## config.mk

```make
export PLATFORM = sky130hd
export DESIGN_NAME = intr_stim_gen
export DESIGN_NICKNAME = d
export VERILOG_FILES = /design/src/rtl/intr_stim_pkg.sv /design/src/rtl/intr_stim_timer.sv /design/src/rtl/intr_stim_gen.sv
export SDC_FILE = /design/constraint.sdc
export NUM_CORES = 1
export LEC_CHECK = 0
export CAP_MARGIN = 10
export CORE_MARGIN = 2
export CORE_UTILIZATION = 37
export CTS_CLUSTER_DIAMETER = 50
export CTS_CLUSTER_SIZE = 10
export DETAILED_ROUTE_END_ITERATION = 10
export PLACE_DENSITY = 0.63
export SETUP_SLACK_MARGIN = 0.3
export SYNTH_ARGS = -nofsm -noshare
export SYNTH_HDL_FRONTEND = slang
export SYNTH_SLANG_ARGS = --single-unit
```

## constraint.sdc

```tcl
create_clock -name i_clk -period 3.9 [get_ports i_clk]
set_clock_uncertainty 0.15 [all_clocks]
set_input_delay 1.17 -clock i_clk [delete_from_list [all_inputs] [get_ports i_clk]]
set_output_delay 1.17 -clock i_clk [all_outputs]
set_load 0.05 [all_outputs]
```

## src/rtl/intr_stim_pkg.sv

```systemverilog
// Shared constants and types for the interrupt stimulus generator.
package intr_stim_pkg;

  localparam logic [4:0] OFF_FIRE   = 5'h00;
  localparam logic [4:0] OFF_PULSE  = 5'h04;
  localparam logic [4:0] OFF_DELAY  = 5'h08;
  localparam logic [4:0] OFF_MODE   = 5'h0C;
  localparam logic [4:0] OFF_CLEAR  = 5'h10;
  localparam logic [4:0] OFF_STATUS = 5'h14;
  localparam logic [4:0] OFF_PEND   = 5'h18;
  localparam logic [4:0] OFF_ACTIVE = 5'h1C;

  localparam int STAT_BUSY = 31;
  localparam int STAT_OVF  = 30;

  typedef enum logic [1:0] {ST_IDLE, ST_WAIT, ST_ACT} state_t;

  typedef struct packed {
    logic        re;
    logic        we;
    logic [3:0]  sel;
    logic [31:0] addr;
    logic [31:0] data;
  } iobus_req_t;

endpackage

```

## src/rtl/intr_stim_timer.sv

```systemverilog
// Loadable saturating down-counter; done while the count is at or below one.
module intr_stim_timer #(
  parameter int CNT_W = 8
)(
  input  logic             clk,
  input  logic             rst_n,
  input  logic             load,
  input  logic [CNT_W-1:0] load_val,
  output logic             done
);

  logic [CNT_W-1:0] cnt;

  always_ff @(posedge clk) begin
    if (!rst_n)            cnt <= '0;
    else if (load)         cnt <= load_val;
    else if (cnt != '0)    cnt <= cnt - 1'b1;
  end

  // Loading N and leaving on done gives exactly N cycles in the state.
  assign done = (cnt <= CNT_W'(1));

endmodule

```

## src/rtl/intr_stim_gen.sv

```systemverilog
// Interrupt stimulus generator: IO-bus registers, launch FSM, pend queue, level latch.
module intr_stim_gen
  import intr_stim_pkg::*;
#(
  parameter int          N_CH      = 32,
  parameter int          CNT_W     = 8,
  parameter logic [31:0] BASE_ADDR = 32'h0002_0000,
  parameter int          RST_PULSE = 4
)(
  input  logic            i_clk,
  input  logic            i_rst_n,
  input  logic            i_iobus_re,
  input  logic            i_iobus_we,
  input  logic [3:0]      i_iobus_sel,
  input  logic [31:0]     i_iobus_addr,
  input  logic [31:0]     i_iobus_data,
  output logic [31:0]     o_iobus_data,
  output logic [N_CH-1:0] o_intrpt,
  output logic            o_busy
);

  iobus_req_t       req;
  logic             in_win, wr, rd, wr_fire;
  logic [4:0]       off;
  state_t           state;
  logic [N_CH-1:0]  mask, cur, cur_lvl, pend, lvl_latch, mode;
  logic [N_CH-1:0]  launch_mask, lvl_set, clr_mask;
  logic [CNT_W-1:0] pulse_len, delay, plen_lat, plen_eff, tmr_val;
  logic             overflow, launch, tmr_load, tmr_done;
  logic [31:0]      rdata_nxt;

  assign req = '{re: i_iobus_re, we: i_iobus_we, sel: i_iobus_sel,
                 addr: i_iobus_addr, data: i_iobus_data};

  assign in_win   = (req.addr[31:5] == BASE_ADDR[31:5]);
  assign off      = req.addr[4:0];
  assign wr       = req.we && in_win && (req.sel == 4'hF);
  assign rd       = req.re && in_win;
  assign wr_fire  = wr && (off == OFF_FIRE);
  assign mask     = req.data[N_CH-1:0];
  assign clr_mask = (wr && off == OFF_CLEAR) ? mask : '0;
  assign plen_eff = (pulse_len == '0) ? CNT_W'(1) : pulse_len;

  // In IDLE a fresh FIRE and any queued channels launch together.
  assign launch_mask = pend | (wr_fire ? mask : '0);
  assign launch      = (state == ST_IDLE) && (launch_mask != '0);
  assign o_busy      = (state != ST_IDLE) || (pend != '0);

  always_comb begin
    tmr_load = 1'b0;
    tmr_val  = plen_eff;
    lvl_set  = '0;
    case (state)
      ST_IDLE: if (launch) begin
        tmr_load = 1'b1;
        if (delay != '0) tmr_val = delay;
        else             lvl_set = launch_mask & mode;
      end
      ST_WAIT: if (tmr_done) begin
        tmr_load = 1'b1;
        tmr_val  = plen_lat;
        lvl_set  = cur_lvl;
      end
      default: ;
    endcase
  end

  intr_stim_timer #(.CNT_W(CNT_W)) u_timer (
    .clk      (i_clk),
    .rst_n    (i_rst_n),
    .load     (tmr_load),
    .load_val (tmr_val),
    .done     (tmr_done)
  );

  always_ff @(posedge i_clk) begin
    if (!i_rst_n) begin
      state     <= ST_IDLE;
      cur       <= '0;
      cur_lvl   <= '0;
      plen_lat  <= '0;
      pend      <= '0;
      lvl_latch <= '0;
      overflow  <= 1'b0;
      o_intrpt  <= '0;
    end else begin
      case (state)
        ST_IDLE: if (launch) begin
          cur      <= launch_mask;
          cur_lvl  <= launch_mask & mode;
          plen_lat <= plen_eff;
          pend     <= '0;
          state    <= (delay != '0) ? ST_WAIT : ST_ACT;
        end
        ST_WAIT: if (tmr_done) state <= ST_ACT;
        ST_ACT:  if (tmr_done) state <= ST_IDLE;
        default: state <= ST_IDLE;
      endcase
      if (wr_fire && state != ST_IDLE) pend <= pend | mask;
      if (wr_fire && state != ST_IDLE && (pend & mask) != '0) overflow <= 1'b1;
      else if (rd && off == OFF_STATUS)                       overflow <= 1'b0;
      // Set after clear: a channel latching this cycle survives a same-cycle CLEAR.
      lvl_latch <= (lvl_latch & ~clr_mask) | lvl_set;
      o_intrpt  <= ((state == ST_ACT) ? cur : '0) | lvl_latch;
    end
  end

  always_ff @(posedge i_clk) begin
    if (!i_rst_n) begin
      pulse_len <= CNT_W'(RST_PULSE);
      delay     <= '0;
      mode      <= '0;
    end else if (wr) begin
      case (off)
        OFF_PULSE: pulse_len <= req.data[CNT_W-1:0];
        OFF_DELAY: delay     <= req.data[CNT_W-1:0];
        OFF_MODE:  mode      <= mask;
        default: ;
      endcase
    end
  end

  always_comb begin
    rdata_nxt = '0;
    case (off)
      OFF_PULSE:  rdata_nxt = 32'(pulse_len);
      OFF_DELAY:  rdata_nxt = 32'(delay);
      OFF_MODE:   rdata_nxt = 32'(mode);
      OFF_STATUS: begin
        rdata_nxt[STAT_BUSY] = o_busy;
        rdata_nxt[STAT_OVF]  = overflow;
      end
      OFF_PEND:   rdata_nxt = 32'(pend);
      OFF_ACTIVE: rdata_nxt = 32'(o_intrpt);
      default: ;
    endcase
  end

  always_ff @(posedge i_clk) begin
    if (!i_rst_n) o_iobus_data <= '0;
    else          o_iobus_data <= rd ? rdata_nxt : '0;
  end

endmodule

```

==> results.md <==
* Synthesized area at 0.0110 mm²
* Outcome: finished clean
* Drt wl/cell at 20.8 µm
* Synth warn at 0
* Layout cell share with drive strength beyond 1 at 13.4%
* Synth cell types at 58
* Clock net sink count at 259
* Placed Cells at 1785
* Pre-Repair DR Iteration Count at 5
* Final min period at 3560 ps
* Placed wire-length estimate at 25.2 mm
* Setup CP Type: reg -> out
* Count of final hold-check violations at 0
* Crit. End Element: primary output
* Port Buffers at 136
* Worst Setup Start Kind: flop
* FILL cells at 2830
* Data arrival time of the critical path at 2240 ps
* Area delta synth->final at 29.0%
* # Post-CTS Setup Buffers at 0
* Reg2Reg Setup Slack at 1100 ps
* Nets at 1505
* Multi-input gate area at 0.00542 mm²
* Total power at 6.09 mW
* Initial Util at 37.5%
* First-pass GRT wire length at 58.4 mm
* CTS buffer count at 34
* Die Span Y at 177 µm
* Crit-path cells: nor4_1 > nand4_1 > or3_1 > buf_12
* Post-route ant nets at 0
* Syn avg cell area at 8.66 µm²
* Largest net degree at the start of global routing at 83
* GRT Util Overall at 23.7%
* Critical path required time at 2580 ps
* Clock tree from TritonCTS: done
* Final Max Tran Viols at 0
* Via-to-Cell Ratio at 5.88
* I/O pin count at 137
* Clock buffer depth at 3
* Seq/Total Area, Yosys at 46.9%
* VDD IR max at 0.000272 V
* Final WL at 38.1 mm
* Place WS at 55.2 ps
* FF+latch count, synth at 259
* Total die area at 0.0312 mm²
* H-Tree Depth at 2
* CTS clk-pin slew, worst paths at 50 ps
* Total grt overflow at 0
* Die Wd at 177 µm
* Final Instance Count excl. Fillers at 1830
* Tcrit/Tclk final at 91.2%
* Worst-path maximum fanout at 5
* Max-cap check violation count at 0
* Vias in the first global route at 10300
* FF+latch area at 0.00518 mm²
* Worst-Skew Late Latency at 500 ps
* Root Driver: clkbuf_16
* RSZ-0062 raised after global routing: no
* Routed via count at 10800
* ANT cells at 0
* # setup viols final at 0
* Ys flop type: dfxtp_1
* Syn Inst Count at 1276
* Post-synth ARST share at 0%
* Slew @ Worst Pin at 1160 ps
* Fmax achieved at 281 MHz
* Leakage power at 5.03 nW
* Setup WS post-layout at 345 ps
* Setup tns final at 0 ps
* Delay of the slowest cell on the worst path at 520 ps
* Core ar. at 0.0295 mm²
* Worst hold path type: reg -> reg
* Slowest cell on crit path: or3_1
* Final estimated routing congestion in global placement at 0.878
* Slew headroom at 22.8%
* Site Rows at 63
* Syn_nets at 1350
* 1st-iter DRT viols at 1080
* # DRC at 0
* Pwr/cell area at 428 mW/mm²
* Initial antenna violation count at 0
* Post-synth EDFFs at 0
[timing repair]
| item | CTS | global route |
|---|---|---|
| gates resized for setup | 0 | 1 |
| hold buffers | 0 | 0 |
| setup endpoints to repair | 0 | 1 |
[per-stage QoR]
| stage | hold WS (ps) | cell area, µm² | util [%] |
|---|---|---|---|
| global placement | 309 | 13300 | 45.1 |
| global route | 348 | 14200 | 48.3 |
| floorplan | 287 | 11000 | - |
| CTS | 327 | 14200 | 48.3 |
| finish | 326 | 14200 | 48.3 |
| detailed placement | 311 | 13300 | 45.1 |
[metal layers]
| layer | vias to the layer above | routed length, µm | share of wire (%) | global-route usage [%] |
|---|---|---|---|---|
| li1 | 4978 | - | - | - |
| met1 | 5198 | 16200 | 42 | 31.7 |
| met2 | 496 | 17300 | 45 | 37.6 |
| met3 | 95 | 3310 | 8.7 | 4.55 |
| met4 | 0 | 1300 | 3.4 | 9.54 |
| met5 | - | 0 | 0 | 0 |
[cell usage after synthesis (all sizes together), types with 5 or more instances]
cell type | count | area share, %
nor2 | 156 | 5.3
a21o | 34 | 2.3
o22ai | 34 | 2.1
and2 | 6 | 0.34
a221oi | 6 | 0.48
nor4 | 30 | 1.8
mux2 | 26 | 2.7
nand4 | 41 | 2.3
dfxtp | 259 | 47
nand2 | 87 | 3.0
and3 | 7 | 0.40
mux2i | 48 | 4.4
o21ai | 45 | 2.0
nor3 | 79 | 3.6
nand3 | 15 | 0.68
o31ai | 5 | 0.34
buf | 29 | 1.6
a22oi | 84 | 6.2
clkbuf | 79 | 2.7
a31oi | 7 | 0.40
a21oi | 146 | 6.7
[sequential cells by signal, indices dropped and copies added (netlist names), 32 cells and up]
register      flops
lvl_latch        32
o_iobus_data     32
pend             32
o_intrpt         32
cur_lvl          32
mode             32
cur              32
[power breakdown]
group	internal, mW	switching, mW
clock	1.63	1.12
combinational	0.277	0.353
sequential	2.68	0.0375
total	4.58	1.51
[critical path, delay by kind of cell, from the launching register on]
kind                   cells  cell delay [ps]
buffers and inverters      1              200
DFF                        1              380
and+or+nand+nor            3             1160
[path summary, 6_finish.rpt]
path / from / endpoint / depth (start not counted)
worst max-delay path: pend[24] / o_busy / 4
worst max register to register: u_timer.cnt[4] / lvl_latch[13] / 6
worst min register to register: cur_lvl[30] / cur_lvl[30] / 2
worst min-delay path: cur_lvl[30] / cur_lvl[30] / 2
[layout by cell type (no fill, tap or decap), types with 6 or more instances in the layout]
master,count
o22ai_1,31
a21oi_1,144
a21o_1,33
nor3_1,79
buf_4,80
a22oi_1,74
nand4_1,41
a221oi_1,6
and3_1,7
clkdlybuf4s50_1,135
dfxtp_1,259
nand3_1,15
nor2_1,155
mux2_2,26
o21ai_0,44
a31oi_1,7
mux2i_1,48
nand2_1,87
a22oi_2,10
clkbuf_16,35
nor4_1,27
buf_12,12
[cell type report]
| cell class | instances | share of cell area [%] |
|---|---|---|
| multi-input combinational | 905 | 38.0 |
| sequential | 259 | 36.4 |
| timing repair buffer | 227 | 15.4 |
| clock buffer | 38 | 6.30 |
| tap | 390 | 3.43 |
| clock inverter | 7 | 0.343 |
| inverter | 4 | 0.123 |
[kinds of logic after synthesis]
kind of cell    count (synthesis)  share of synthesized area, %
mux                            74                          7.00
xor+xnor                        4                         0.317
flops                         259                          46.9
simple gates                  441                          18.8
fa+ha+maj                       2                         0.227
compound gates                384                          22.3
buf+inv                       112                          4.41
No activity file was read; power rests on OpenSTA's default activity.
